File: src/rtl/fetch_pkg.sv
`default_nettype none
// ============================================================================
// Module      : fetch_pkg
// Description : Shared types and constants for the instruction fetch stage.
//               Holds the prefetch queue entry layout, the PC step and the
//               NOP encoding the downstream flush mux inserts.
// Revision    : 1.0 - initial release
// ============================================================================
package fetch_pkg;

    // Width of the queue entry fields; the fetch_unit XLEN parameter must match.
    localparam int FETCH_XLEN = 32;

    // Byte distance between consecutive sequential fetches.
    localparam int PC_INC = 4;

    // addi x0, x0, 0 -- what decode sees when the IF/ID register is flushed.
    localparam logic [FETCH_XLEN-1:0] NOP_INSTR = 32'h0000_0013;

    // One prefetched instruction together with the address it came from.
    typedef struct packed {
        logic [FETCH_XLEN-1:0] instr;
        logic [FETCH_XLEN-1:0] pc;
    } fetch_entry_t;

endpackage
`default_nettype wire

File: src/rtl/fetch_queue.sv
`default_nettype none
// ============================================================================
// Module      : fetch_queue
// Description : Synchronous FIFO of fetch_entry_t. Pointers carry one extra
//               wrap bit so full and empty are told apart without a separate
//               counter. Flush empties the queue in one cycle.
// Revision    : 1.0 - initial release
// ============================================================================
module fetch_queue
    import fetch_pkg::*;
#(
    parameter  int DEPTH = 4,
    localparam int AW    = $clog2(DEPTH),
    localparam int CW    = AW + 1
) (
    input  logic          clk,
    input  logic          rst,
    input  logic          push,
    input  fetch_entry_t  push_data,
    input  logic          pop,
    input  logic          flush,
    output fetch_entry_t  head,
    output logic          empty,
    output logic          full,
    output logic [CW-1:0] count
);

    logic [CW-1:0] wr_ptr_q, wr_ptr_d;
    logic [CW-1:0] rd_ptr_q, rd_ptr_d;
    fetch_entry_t  mem_q [DEPTH];
    fetch_entry_t  mem_d [DEPTH];

    logic [AW-1:0] wr_idx;
    logic [AW-1:0] rd_idx;
    logic          do_push;
    logic          do_pop;

    assign wr_idx = wr_ptr_q[AW-1:0];
    assign rd_idx = rd_ptr_q[AW-1:0];

    // Same index with differing wrap bits means the writer has lapped the reader.
    assign empty = (wr_ptr_q == rd_ptr_q);
    assign full  = (wr_idx == rd_idx) && (wr_ptr_q[AW] != rd_ptr_q[AW]);
    assign count = wr_ptr_q - rd_ptr_q;

    assign do_pop  = pop && !empty;
    assign do_push = push && (!full || do_pop);

    // Head is read straight out of the registered array: no write-through bypass.
    assign head = mem_q[rd_idx];

    // Next-state pointers and storage; flush overrides any push/pop this cycle.
    always_comb begin
        wr_ptr_d = wr_ptr_q;
        rd_ptr_d = rd_ptr_q;
        mem_d    = mem_q;
        if (flush) begin
            wr_ptr_d = '0;
            rd_ptr_d = '0;
        end else begin
            if (do_push) begin
                mem_d[wr_idx] = push_data;
                wr_ptr_d      = wr_ptr_q + CW'(1);
            end
            if (do_pop) begin
                rd_ptr_d = rd_ptr_q + CW'(1);
            end
        end
    end

    // State registers; storage is cleared so the head reads as zero out of reset.
    always_ff @(posedge clk or posedge rst) begin
        if (rst) begin
            wr_ptr_q <= '0;
            rd_ptr_q <= '0;
            for (int i = 0; i < DEPTH; i++) begin
                mem_q[i] <= '0;
            end
        end else begin
            wr_ptr_q <= wr_ptr_d;
            rd_ptr_q <= rd_ptr_d;
            mem_q    <= mem_d;
        end
    end

endmodule
`default_nettype wire

File: src/rtl/fetch_unit.sv
`default_nettype none
// ============================================================================
// Module      : fetch_unit
// Description : Instruction fetch stage. Issues word-aligned requests to the
//               instruction memory under a credit rule sized to the prefetch
//               queue, tags in-order responses with their PC, and hands
//               {instr, pc} pairs to decode. Redirects flush the queue and
//               discard every response still in flight.
// Revision    : 1.0 - initial release
// ============================================================================
module fetch_unit
    import fetch_pkg::*;
#(
    parameter int              XLEN        = 32,
    parameter logic [XLEN-1:0] RESET_PC    = 32'h0000_0000,
    parameter int              QUEUE_DEPTH = 4
) (
    input  logic            clk,
    input  logic            rst,
    output logic            imem_req_valid,
    output logic [XLEN-1:0] imem_req_addr,
    input  logic            imem_req_ready,
    input  logic            imem_resp_valid,
    input  logic [XLEN-1:0] imem_resp_data,
    input  logic            redirect_valid,
    input  logic [XLEN-1:0] redirect_pc,
    input  logic            halt,
    output logic            fd_valid,
    output logic [XLEN-1:0] fd_instr,
    output logic [XLEN-1:0] fd_pc,
    input  logic            fd_ready
);

    localparam int            CW           = $clog2(QUEUE_DEPTH) + 1;
    localparam logic [CW:0]   CREDIT_LIMIT = (CW+1)'(QUEUE_DEPTH);
    localparam logic [XLEN-1:0] PC_STEP    = XLEN'(PC_INC);

    logic [XLEN-1:0] fetch_pc_q,    fetch_pc_d;
    logic [XLEN-1:0] resp_pc_q,     resp_pc_d;
    logic [CW-1:0]   outstanding_q, outstanding_d;
    logic [CW-1:0]   drop_cnt_q,    drop_cnt_d;

    logic [CW-1:0]   q_count;
    logic            q_empty;
    logic            q_full;
    fetch_entry_t    q_head;
    fetch_entry_t    push_entry;

    logic [XLEN-1:0] redirect_target;
    logic [CW:0]     credit_used;
    logic            issue;
    logic            push;
    logic            pop;

    assign redirect_target = redirect_pc & ~XLEN'(3);

    // Every queued entry and every request still in flight holds one credit,
    // so the queue always has room for whatever the memory returns.
    assign credit_used    = {1'b0, q_count} + {1'b0, outstanding_q};
    // rst gates the request combinationally so the bus is quiet during reset.
    assign imem_req_valid = !rst && !halt && (credit_used < CREDIT_LIMIT);
    assign imem_req_addr  = fetch_pc_q;
    assign issue          = imem_req_valid && imem_req_ready;

    // Responses owed to pre-redirect requests, and the one landing in the
    // redirect cycle itself, are wrong-path and never enter the queue.
    assign push = imem_resp_valid && (drop_cnt_q == '0) && !redirect_valid;

    // Hide the head in the redirect cycle; it is about to be flushed.
    assign fd_valid = !q_empty && !redirect_valid;
    assign pop      = fd_valid && fd_ready;
    assign fd_instr = q_head.instr;
    assign fd_pc    = q_head.pc;

    assign push_entry.instr = imem_resp_data;
    assign push_entry.pc    = resp_pc_q;

    fetch_queue #(
        .DEPTH (QUEUE_DEPTH)
    ) u_queue (
        .clk       (clk),
        .rst       (rst),
        .push      (push),
        .push_data (push_entry),
        .pop       (pop),
        .flush     (redirect_valid),
        .head      (q_head),
        .empty     (q_empty),
        .full      (q_full),
        .count     (q_count)
    );

    // Next-state PCs and in-flight bookkeeping; a redirect overrides everything.
    always_comb begin
        outstanding_d = outstanding_q + CW'(issue) - CW'(imem_resp_valid);
        fetch_pc_d    = fetch_pc_q;
        resp_pc_d     = resp_pc_q;
        drop_cnt_d    = drop_cnt_q;

        if (redirect_valid) begin
            // Everything still outstanding after this cycle is wrong-path,
            // including a request accepted in this very cycle.
            fetch_pc_d = redirect_target;
            resp_pc_d  = redirect_target;
            drop_cnt_d = outstanding_d;
        end else begin
            if (issue) begin
                fetch_pc_d = fetch_pc_q + PC_STEP;
            end
            if (push) begin
                resp_pc_d = resp_pc_q + PC_STEP;
            end
            if (imem_resp_valid && (drop_cnt_q != '0)) begin
                drop_cnt_d = drop_cnt_q - CW'(1);
            end
        end
    end

    // PC and counter registers.
    always_ff @(posedge clk or posedge rst) begin
        if (rst) begin
            fetch_pc_q    <= RESET_PC;
            resp_pc_q     <= RESET_PC;
            outstanding_q <= '0;
            drop_cnt_q    <= '0;
        end else begin
            fetch_pc_q    <= fetch_pc_d;
            resp_pc_q     <= resp_pc_d;
            outstanding_q <= outstanding_d;
            drop_cnt_q    <= drop_cnt_d;
        end
    end

endmodule
`default_nettype wire

File: config.mk
export PLATFORM = sky130hd
export DESIGN_NAME = fetch_unit
export DESIGN_NICKNAME = d
export VERILOG_FILES = /design/src/rtl/fetch_pkg.sv /design/src/rtl/fetch_queue.sv /design/src/rtl/fetch_unit.sv
export SDC_FILE = /design/constraint.sdc
export NUM_CORES = 1
export LEC_CHECK = 0
export BUFFER_PORTS_ARGS = -buffer_cell sky130_fd_sc_hd__buf_2
export CAP_MARGIN = 20
export CORE_ASPECT_RATIO = 0.5
export CORE_MARGIN = 4
export CORE_UTILIZATION = 40
export CTS_BUF_LIST = sky130_fd_sc_hd__clkbuf_4 sky130_fd_sc_hd__clkbuf_8 sky130_fd_sc_hd__clkbuf_16
export CTS_CLUSTER_SIZE = 30
export DETAILED_ROUTE_END_ITERATION = 7
export SLEW_MARGIN = 0
export SYNTH_ARGS = -nofsm -noshare
export SYNTH_HDL_FRONTEND = slang
export SYNTH_SLANG_ARGS = --single-unit
File: constraint.sdc
create_clock -name clk -period 13.9 [get_ports clk]
set_clock_uncertainty 0.05 [all_clocks]
set_input_delay 0.695 -clock clk [delete_from_list [all_inputs] [get_ports clk]]
set_output_delay 0.695 -clock clk [all_outputs]
set_load 0.02 [all_outputs]
==> results of run 1 <==
[final timing paths]
check	startpoint	endpoint	slack, ns	cells past startpoint
setup / recovery	u_queue.rd_ptr_q[0]	imem_req_addr[27]	9.42	10
hold / removal	rst	imem_req_addr[4]	0.18	2
setup reg to reg	u_queue.rd_ptr_q[0]	imem_req_addr[27]	9.42	10
hold reg to reg	u_queue.mem_q[25]	u_queue.mem_q[25]	0.44	1
max in group asynchronous	rst	u_queue.mem_q[107]	12.25	3
min in group clk	redirect_pc[5]	resp_pc_q[5]	0.32	2
[cells by family (layout without fill, tap and decap cells)]
logic type | Yosys count | in the layout
multiplexers | 344 | 344
flip-flops | 320 | 320
AND/OR/NAND/NOR | 169 | 169
buffers and inverters | 91 | 247
XOR/XNOR | 54 | 54
AO/OA/AOI/OAI | 45 | 45
adder cells (fa/ha/maj) | 17 | 17
other | 1 | 4
[layout make-up]
cell class | count | area share
Sequential cell | 320 | 0.465
Multi-Input combinational cell | 633 | 0.377
Tap cell | 484 | 0.0351
Inverter | 20 | 0.00479
Clock buffer | 45 | 0.0537
Timing Repair Buffer | 172 | 0.0537
Clock inverter | 10 | 0.0103
[layout by cell type (no fill, tap or decap), types with 16 or more instances in the layout]
cell,instances
sky130_fd_sc_hd__dfrtp_1,318
sky130_fd_sc_hd__mux2_2,255
sky130_fd_sc_hd__buf_2,162
sky130_fd_sc_hd__mux4_2,62
sky130_fd_sc_hd__nor2_1,32
sky130_fd_sc_hd__clkbuf_16,31
sky130_fd_sc_hd__xnor2_1,29
sky130_fd_sc_hd__nor3_1,26
sky130_fd_sc_hd__nand2_1,25
sky130_fd_sc_hd__xor2_1,25
sky130_fd_sc_hd__mux2_1,23
sky130_fd_sc_hd__nand3_1,22
sky130_fd_sc_hd__inv_1,18
sky130_fd_sc_hd__a21oi_1,16
sky130_fd_sc_hd__nand4_1,16
[metal layers]
metal | global-route usage | vias to the layer above
met5 | 0 | -
met4 | 0.0349 | 0
met3 | 0.0294 | 38
met1 | 0.231 | 4807
met2 | 0.304 | 152
li1 | - | 4088
[through the flow]
step / utilization / setup WS (ns) / total power, mW
floorplan: - / 4.30 / 1.94
global placement: 0.443 / 9.44 / 2.19
detailed placement: 0.443 / 9.39 / 2.24
CTS: 0.473 / 9.38 / 3.16
global route: 0.475 / 8.97 / 3.29
finish: 0.475 / 9.42 / 3.12
[power groups by stage]
stage	combinational, mW	sequential, mW	clock (mW)
finish	0.905	1.30	0.914
global route	0.981	1.33	0.982
CTS	0.925	1.30	0.940
detailed placement	0.921	1.32	0
global placement	0.898	1.29	0
floorplan	0.687	1.25	0
[state kept, by name (all words and copies together) (netlist names)]
register	flops
drop_cnt_q	3
imem_req_addr	30
outstanding_q	3
resp_pc_q	30
u_queue.mem_q	248
u_queue.rd_ptr_q	3
u_queue.wr_ptr_q	3
[critical path, delay by kind of cell, from the launching register on]
kind                       cells  cell delay, ns
DFF                            1            0.97
and+or+nand+nor                4            2.03
adders and majority gates      3            0.97
xor gates and xnor gates       1            0.19
buffers and inverters          1            0.05
AOI/OAI and AO/OA              1            0.08
==> results.rst, run 1 <==
.. list-table::
   :header-rows: 1

   * - Metric
     - Value
   * - Switching share of power
     - 0.311
   * - Number of placed I/O pins
     - between 150 and 200
   * - Startpoint class of the critical path
     - register
   * - Total routing resource utilization after global routing
     - 0.173
   * - Max-cap violations
     - 0
   * - Synth Area in Simple Gates
     - 0.0606
   * - Top FF cell, synth
     - sky130_fd_sc_hd__dfrtp_1
   * - Number of antenna violations at the first check in global routing
     - 0
   * - Drt drc
     - 0
   * - Net Sw Power
     - 0.969 mW
   * - Cell area after layout
     - 17200 µm²
   * - Pin count of the biggest net entering global routing
     - 89
   * - Most Frequent Cell on Critical Path
     - sky130_fd_sc_hd__ha_1
   * - Number of optimization iterations in the first detailed-route pass
     - 4
   * - Highest routed layer
     - met4
   * - Arithmetic-cell share of the synthesized area counting full adders, half adders and majority gates
     - 0.0153
   * - Clk_lat worst skew
     - 0.56 ns
   * - Power share of the clock group
     - 0.293
   * - Antenna-violating nets left
     - 0
   * - Seq pwr share
     - 0.416
   * - Worst-case headroom to the max-slew limit
     - 0.278
   * - Final-stage net count
     - 1265
   * - Number of gates resized after CTS
     - 0
   * - Seq/Total Area, Yosys
     - 0.538
   * - Final Max Slew Viols
     - 0
   * - Site row count
     - 49
   * - Antenna fix cells
     - 0
   * - Cells traversed along the worst timing path
     - ha_1 -> inv_1 -> fa_1 -> xor2_1 -> ha_1 -> nor4bb_1 -> nand4b_1 -> or4_1 -> nor3b_1 -> a211oi_1
   * - Area of the die
     - just over 40000 µm²
   * - Crit-path slowest cell
     - sky130_fd_sc_hd__dfrtp_4
   * - Clk sinks
     - 320
   * - Number of buffers on the longest clock path
     - 3
   * - Final count of hold timing violations
     - 0
   * - Routability congestion estimate
     - 0.804
   * - Vert. Die Dim
     - about 140 µm
   * - Fmax achieved
     - 223 MHz
   * - Clock tree from TritonCTS
     - built
   * - Share of the synthesized area in compound gates (AO/OA/AOI/OAI)
     - 0.0195
   * - Most area-hungry cell type in the Yosys netlist
     - sky130_fd_sc_hd__dfrtp_1
   * - Total Routed Length
     - 34600 µm
   * - Register area
     - 8010 µm²
   * - Ratio of cells with drive above 1 in the final layout
     - 0.465
   * - Via density per instance
     - 5.39
   * - Number of warning messages in the yosys log
     - 0
   * - Combinational group share of total power
     - 0.290
   * - Worst EP arrival
     - 4.87 ns
   * - Starting utilization of the core area
     - 0.410
   * - Wire length on met1
     - around 15000 µm
   * - Fraction of the cycle the final worst path needs
     - 0.322
   * - Worst slew pin tran
     - ~1.1 ns
   * - Netlist area before placement
     - 14900 µm²
   * - IR drop worst, VDD
     - 0.0883 mV
   * - Leak pwr
     - approximately 8.1 nW
   * - Routed via count
     - roughly 9100
   * - Share of the synthesized area in the top cell type
     - 0.538
   * - Largest fanout of any net on the critical path
     - 39
   * - Dominant combinational cell family by area after synthesis
     - multiplexers
   * - Hold buffer count at cts
     - 0
   * - Area of combinational cells with multiple inputs
     - between 6000 and 7000 µm²
   * - Kind of end point of the critical path
     - register
   * - Cell types with the largest area share after synthesis
     - sky130_fd_sc_hd__dfrtp_1 (54%), sky130_fd_sc_hd__mux2_2 (19%), sky130_fd_sc_hd__mux4_2 (9.4%), sky130_fd_sc_hd__mux2_1 (1.7%), sky130_fd_sc_hd__xnor2_1 (1.7%)
   * - Data required time of the worst path
     - 14.29 ns
   * - Detailed Place HPWL
     - 22000 µm
   * - Total negative slack
     - 0 ns
   * - Peak per-stage delay on the critical path
     - approximately 0.97 ns
   * - Async set-or-reset flop fraction in the synthesized netlist
     - 1.00
   * - TritonCTS buffer count
     - 30
   * - Placeable core area
     - 36300 µm²
   * - Total met3 wirelength after detailed routing
     - 1250 µm
   * - Synthesized instance count
     - 1041
   * - Number of filler instances in the final layout
     - 3172
   * - Tmin final
     - about 4.5 ns
   * - Die span in x
     - ~280 µm
   * - Total power divided by cell area
     - 181 nW/µm²
   * - Leading cell type by number of instances after synthesis
     - sky130_fd_sc_hd__dfrtp_1
   * - Path class of the lowest-slack min-delay path
     - primary input to asynchronous set/reset pin
   * - Post-Syn Area per Cell
     - 14.3 µm²
   * - First-pass GRT wire length
     - 55800 µm
   * - Buffers on Ports
     - 162
   * - CTS root buffer
     - sky130_fd_sc_hd__clkbuf_16
   * - Vias in the first global route
     - 9908
   * - Met2 WL
     - ~18000 µm
   * - Mux contribution to synthesized area
     - 0.307
   * - Clock-pin transition on the worst setup and hold timing paths
     - 0.07 ns
   * - H-tree levels
     - 1
   * - Number of different library cells in the post-synthesis netlist
     - 50
   * - Result of the run
     - complete, no violations
   * - Placement-stage cell area
     - between 15000 and 20000 µm²
   * - Cell types with the highest counts after synthesis
     - sky130_fd_sc_hd__dfrtp_1 (320), sky130_fd_sc_hd__mux2_2 (255), sky130_fd_sc_hd__mux4_2 (62)
   * - Synth Register Bits
     - 320
   * - RSZ-0062 raised after global routing
     - no
   * - Area Overhead vs Synth
     - 15.8%
   * - # placed instances
     - 1627
   * - Fin cells
     - 1684
   * - Path type of the worst setup path
     - register to register
   * - Remaining global-route overflow
     - 0
   * - Post-synth EDFFs
     - 0
   * - Hold slack
     - 0.182 ns
   * - Internal
     - ~2.1 mW
   * - Wire length per cell
     - 20.6 µm
   * - Post CTS Setup Buffer Count
     - 0
   * - DRT iter0 DRCs
     - about 460
   * - Parity-gate share of the synthesized area counting xor and xnor cells
     - 0.0318
   * - Setup-violating endpoint count in the final report
     - 0
Note: power is estimated with default switching activity, not from simulation.
==> run 2: changes to the inputs <==
--- a/config.mk
+++ b/config.mk
@@ -5,6 +5,7 @@
 export SDC_FILE = /design/constraint.sdc
 export NUM_CORES = 1
 export LEC_CHECK = 0
+export ABC_AREA = 1
 export BUFFER_PORTS_ARGS = -buffer_cell sky130_fd_sc_hd__buf_2
 export CAP_MARGIN = 20
 export CORE_ASPECT_RATIO = 0.5
==> constraint.sdc (replaced) <==
create_clock -name clk -period 3.9 [get_ports clk]
set_clock_uncertainty 0.05 [all_clocks]
set_input_delay 0.195 -clock clk [delete_from_list [all_inputs] [get_ports clk]]
set_output_delay 0.195 -clock clk [all_outputs]
set_load 0.02 [all_outputs]
==> run 2 against run 1 <==
  * Final cell count increased by 58%
  * Clock-buffer cell count rose by 1
  * Global-route usage grew 2.8 points
  * Sequential power rose to 3.5 times the previous value
  * Clock power rose to 3.5 times the previous value
  * Worst setup slack worse by 8.9 ns
  * Power grew to 3.8 times the previous value
  * Final area rose by 8.1%
  * Register-to-register slack worse by 8.9 ns
  * Via count rose by 48%
  * First-iteration DRC count grew 130%
  * Core utilization up 0.39 points
==> results.rst, run 2 <==
.. list-table::
   :header-rows: 1

   * - Metric
     - Value
   * - Result of the run
     - complete, no violations
   * - Leak pwr
     - between 9 and 10 nW
   * - Async set-or-reset flop fraction in the synthesized netlist
     - 1.00
   * - Via density per instance
     - 5.05
   * - Die span in x
     - 289 µm
   * - Startpoint of the worst register-to-register path
     - u_queue.wr_ptr_q[0]
   * - Netlist area before placement
     - 15800 µm²
   * - DRT iter0 DRCs
     - 1033
   * - Starting utilization of the core area
     - 0.405
   * - Data required time of the worst path
     - 4.28 ns
   * - Hold Crit Depth
     - 5
   * - Post-synth EDFFs
     - 0
   * - Hold slack
     - 0.0602 ns
   * - Power share of the clock group
     - 0.276
   * - Internal
     - 7.34 mW
   * - Final-stage net count
     - around 2200
   * - Hold path startpoint
     - redirect_pc[28]
   * - Commonest cells after routing, fill and taps aside
     - sky130_fd_sc_hd__nand2_1 (488), sky130_fd_sc_hd__dfrtp_1 (318), sky130_fd_sc_hd__o21ai_1 (221), sky130_fd_sc_hd__nor2_1 (191), sky130_fd_sc_hd__o21ai_0 (177)
   * - RSZ-0062 raised after global routing
     - no
   * - Number of filler instances in the final layout
     - 3842
   * - Post-Syn Area per Cell
     - about 8 µm²
   * - Seq pwr share
     - 0.390
   * - Worst-case headroom to the max-slew limit
     - 0.432
   * - Ratio of cells with drive above 1 in the final layout
     - 0.144
   * - Fraction of the cycle the final worst path needs
     - 0.875
   * - Synth Register Bits
     - 320
   * - Vias in the first global route
     - 12900
   * - Placeable core area
     - 38900 µm²
   * - Clock-pin transition on the worst setup and hold timing paths
     - ~0.060 ns
   * - Cells traversed along the worst timing path
     - inv_1 -> ha_1 -> inv_1 -> fa_1 -> xor2_1 -> inv_1 -> ha_1 -> nor2_1 -> nand2_1 -> nand3b_4 -> ha_1 -> inv_1 -> ha_1 -> inv_1 -> fa_1 -> xnor2_1 -> nor2_1 -> o22ai_1
   * - Cell types with the highest counts after synthesis
     - sky130_fd_sc_hd__nand2_1 (488), sky130_fd_sc_hd__dfrtp_1 (320), sky130_fd_sc_hd__o21ai_1 (221)
   * - Area Overhead vs Synth
     - 18.2%
   * - Largest fanout of any net on the critical path
     - 5
   * - Capture instance of the worst register-to-register path
     - drop_cnt_q[2]
   * - Clk_lat worst skew
     - roughly 0.52 ns
   * - Cell types with the largest area share after synthesis
     - sky130_fd_sc_hd__dfrtp_1 (51%), sky130_fd_sc_hd__nand2_1 (12%), sky130_fd_sc_hd__o21ai_1 (7.0%), sky130_fd_sc_hd__o21ai_0 (5.6%), sky130_fd_sc_hd__nor2_1 (4.5%)
   * - Site row count
     - ~50
   * - Fmax achieved
     - 293 MHz
   * - Most common cell after layout, fill and taps aside
     - sky130_fd_sc_hd__nand2_1
   * - Total power divided by cell area
     - 629 nW/µm²
   * - Antenna-violating nets left
     - 0
   * - Number of gates resized after CTS
     - 0
   * - Pin count of the biggest net entering global routing
     - roughly 110
   * - Path class of the lowest-slack min-delay path
     - primary input to register
   * - Kind of end point of the critical path
     - register
   * - Synthesized instance count
     - 1933
   * - Remaining global-route overflow
     - 0
   * - Most Frequent Cell on Critical Path
     - sky130_fd_sc_hd__inv_1
   * - Most area-hungry cell type in the Yosys netlist
     - sky130_fd_sc_hd__dfrtp_1
   * - Crit-path slowest cell
     - sky130_fd_sc_hd__dfrtp_1
   * - Net Sw Power
     - 4.38 mW
   * - Area of the die
     - 42900 µm²
   * - Top FF cell, synth
     - sky130_fd_sc_hd__dfrtp_1
   * - Max-cap violations
     - 0
   * - Number of warning messages in the yosys log
     - 0
   * - Number of placed I/O pins
     - 169
   * - H-tree levels
     - 2
   * - Seq/Total Area, Yosys
     - 0.508
   * - Register-to-register path setup slack
     - about 0.49 ns
   * - Number of different library cells in the post-synthesis netlist
     - 40
   * - Combinational group share of total power
     - 0.334
   * - Number of antenna violations at the first check in global routing
     - 0
   * - Clk sinks
     - 320
   * - Total routing resource utilization after global routing
     - 0.201
   * - Register area
     - 8010 µm²
   * - TritonCTS buffer count
     - 34
   * - Tmin final
     - between 3 and 4 ns
   * - Worst EP arrival
     - between 3 and 4 ns
   * - Register with the highest flop count
     - u_queue.mem_q
   * - Final standard cell utilization of the core
     - 0.479
   * - Buffers on Ports
     - approximately 160
   * - Hold Path Sink
     - resp_pc_q[28]
   * - Number of optimization iterations in the first detailed-route pass
     - 5
   * - Routed via count
     - between 10000 and 15000
   * - Detailed Place HPWL
     - 27500 µm
   * - CTS root buffer
     - sky130_fd_sc_hd__clkbuf_16
   * - Path type of the worst setup path
     - register to register
   * - Peak per-stage delay on the critical path
     - 0.40 ns
   * - Routability congestion estimate
     - 0.880
   * - Share of the synthesized area in the top cell type
     - 0.508
   * - Worst slew pin tran
     - ~0.85 ns
   * - Total negative slack
     - 0 ns
   * - Vert. Die Dim
     - around 150 µm
   * - R2r worst-path depth
     - 18
   * - Final count of hold timing violations
     - 0
   * - Wire length per cell
     - 16.1 µm
   * - Number of buffers on the longest clock path
     - 3
   * - Clock tree from TritonCTS
     - built
   * - Switching share of power
     - 0.374
   * - First-pass GRT wire length
     - 69400 µm
   * - Area of combinational cells with multiple inputs
     - 6520 µm²
   * - Leading cell type by number of instances after synthesis
     - sky130_fd_sc_hd__nand2_1
   * - Final Max Slew Viols
     - 0
   * - Drt drc
     - 0
   * - Total Routed Length
     - 42700 µm
   * - Antenna fix cells
     - 0
   * - Setup-violating endpoint count in the final report
     - 0
   * - Flip-flop count of the largest register after layout
     - about 250
   * - IR drop worst, VDD
     - 0.248 mV
   * - Startpoint class of the critical path
     - register
## run 2: logic make-up (layout without fill, tap and decap cells)
| group | Yosys count | count (layout) | synth area share |
|---|---|---|---|
| adders and majority gates | 17 | 17 | 0.0144 |
| DFF | 320 | 320 | 0.508 |
| and+or+nand+nor | 797 | 797 | 0.208 |
| xor gates and xnor gates | 22 | 22 | 0.0122 |
| AOI/OAI and AO/OA | 515 | 515 | 0.178 |
| buffers and inverters | 261 | 455 | 0.0793 |
| other | 1 | 4 | 0.000238 |
## run 2: repair_timing
item	4_1_cts	5_1_grt
hold endpoints to repair	210	0
hold buffers	63	0
setup buffers	0	0
## run 2: cell type report
class | instances | area share
clock buffer | 46 | 0.0548
clock inverter | 9 | 0.00423
inverter | 151 | 0.0310
multi-input combinational | 1355 | 0.350
sequential | 320 | 0.430
tap | 530 | 0.0356
timing repair buffer | 249 | 0.0944
## run 2: worst max path at each step
stage          depth (start not counted)                 from            end  slack [ns]
6_report                              18  u_queue.wr_ptr_q[0]  drop_cnt_q[2]        0.49
5_1_grt                               18  u_queue.wr_ptr_q[0]  drop_cnt_q[2]        0.26
4_1_cts                               18  u_queue.wr_ptr_q[0]  drop_cnt_q[2]        0.48
3_5_place_dp                          18  u_queue.wr_ptr_q[0]  drop_cnt_q[2]        0.49
3_3_place_gp                          18  u_queue.wr_ptr_q[0]  drop_cnt_q[2]        0.53
2_1_floorplan                          1                  rst  drop_cnt_q[0]       -0.61
## run 2: per-layer routing
| layer | global-route usage | up-vias | wire (µm) | share of wire |
|---|---|---|---|---|
| met5 | 0 | - | 0 | 0 |
| met1 | 0.285 | 6349 | 20600 | 0.48 |
| met4 | 0.0520 | 0 | 942 | 0.022 |
| met3 | 0.0325 | 79 | 1810 | 0.042 |
| li1 | - | 6717 | - | - |
| met2 | 0.325 | 281 | 19400 | 0.45 |
## run 2: worst max-delay path: cells and delay by family (launching register included)
family	cells	cell delay, ns
XOR/XNOR	2	0.39
buffers and inverters	5	0.35
adder cells (fa/ha/maj)	6	1.59
flip-flops	1	0.40
AND/OR/NAND/NOR	4	0.44
AO/OA/AOI/OAI	1	0.11
## run 2: stage by stage
stage               total power, mW  cells  cell area, µm²  worst slack (ns)
floorplan                      7.25   1936           15800            -0.612
global placement               8.48   2542           16900             0.530
detailed placement             8.53   2542           16900             0.488
CTS                            11.9   2660           18600             0.482
global route                   12.5   2660           18600             0.262
finish                         11.7   2660           18600             0.488
## run 2: power groups by stage
stage,Clock (mW),Combinational [mW],Sequential (mW)
after CTS,3.32,3.98,4.56
after global placement,0,3.88,4.60
after global routing,3.47,4.39,4.67
after floorplan,0,2.69,4.56
final,3.23,3.91,4.57
after detailed placement,0,3.92,4.61
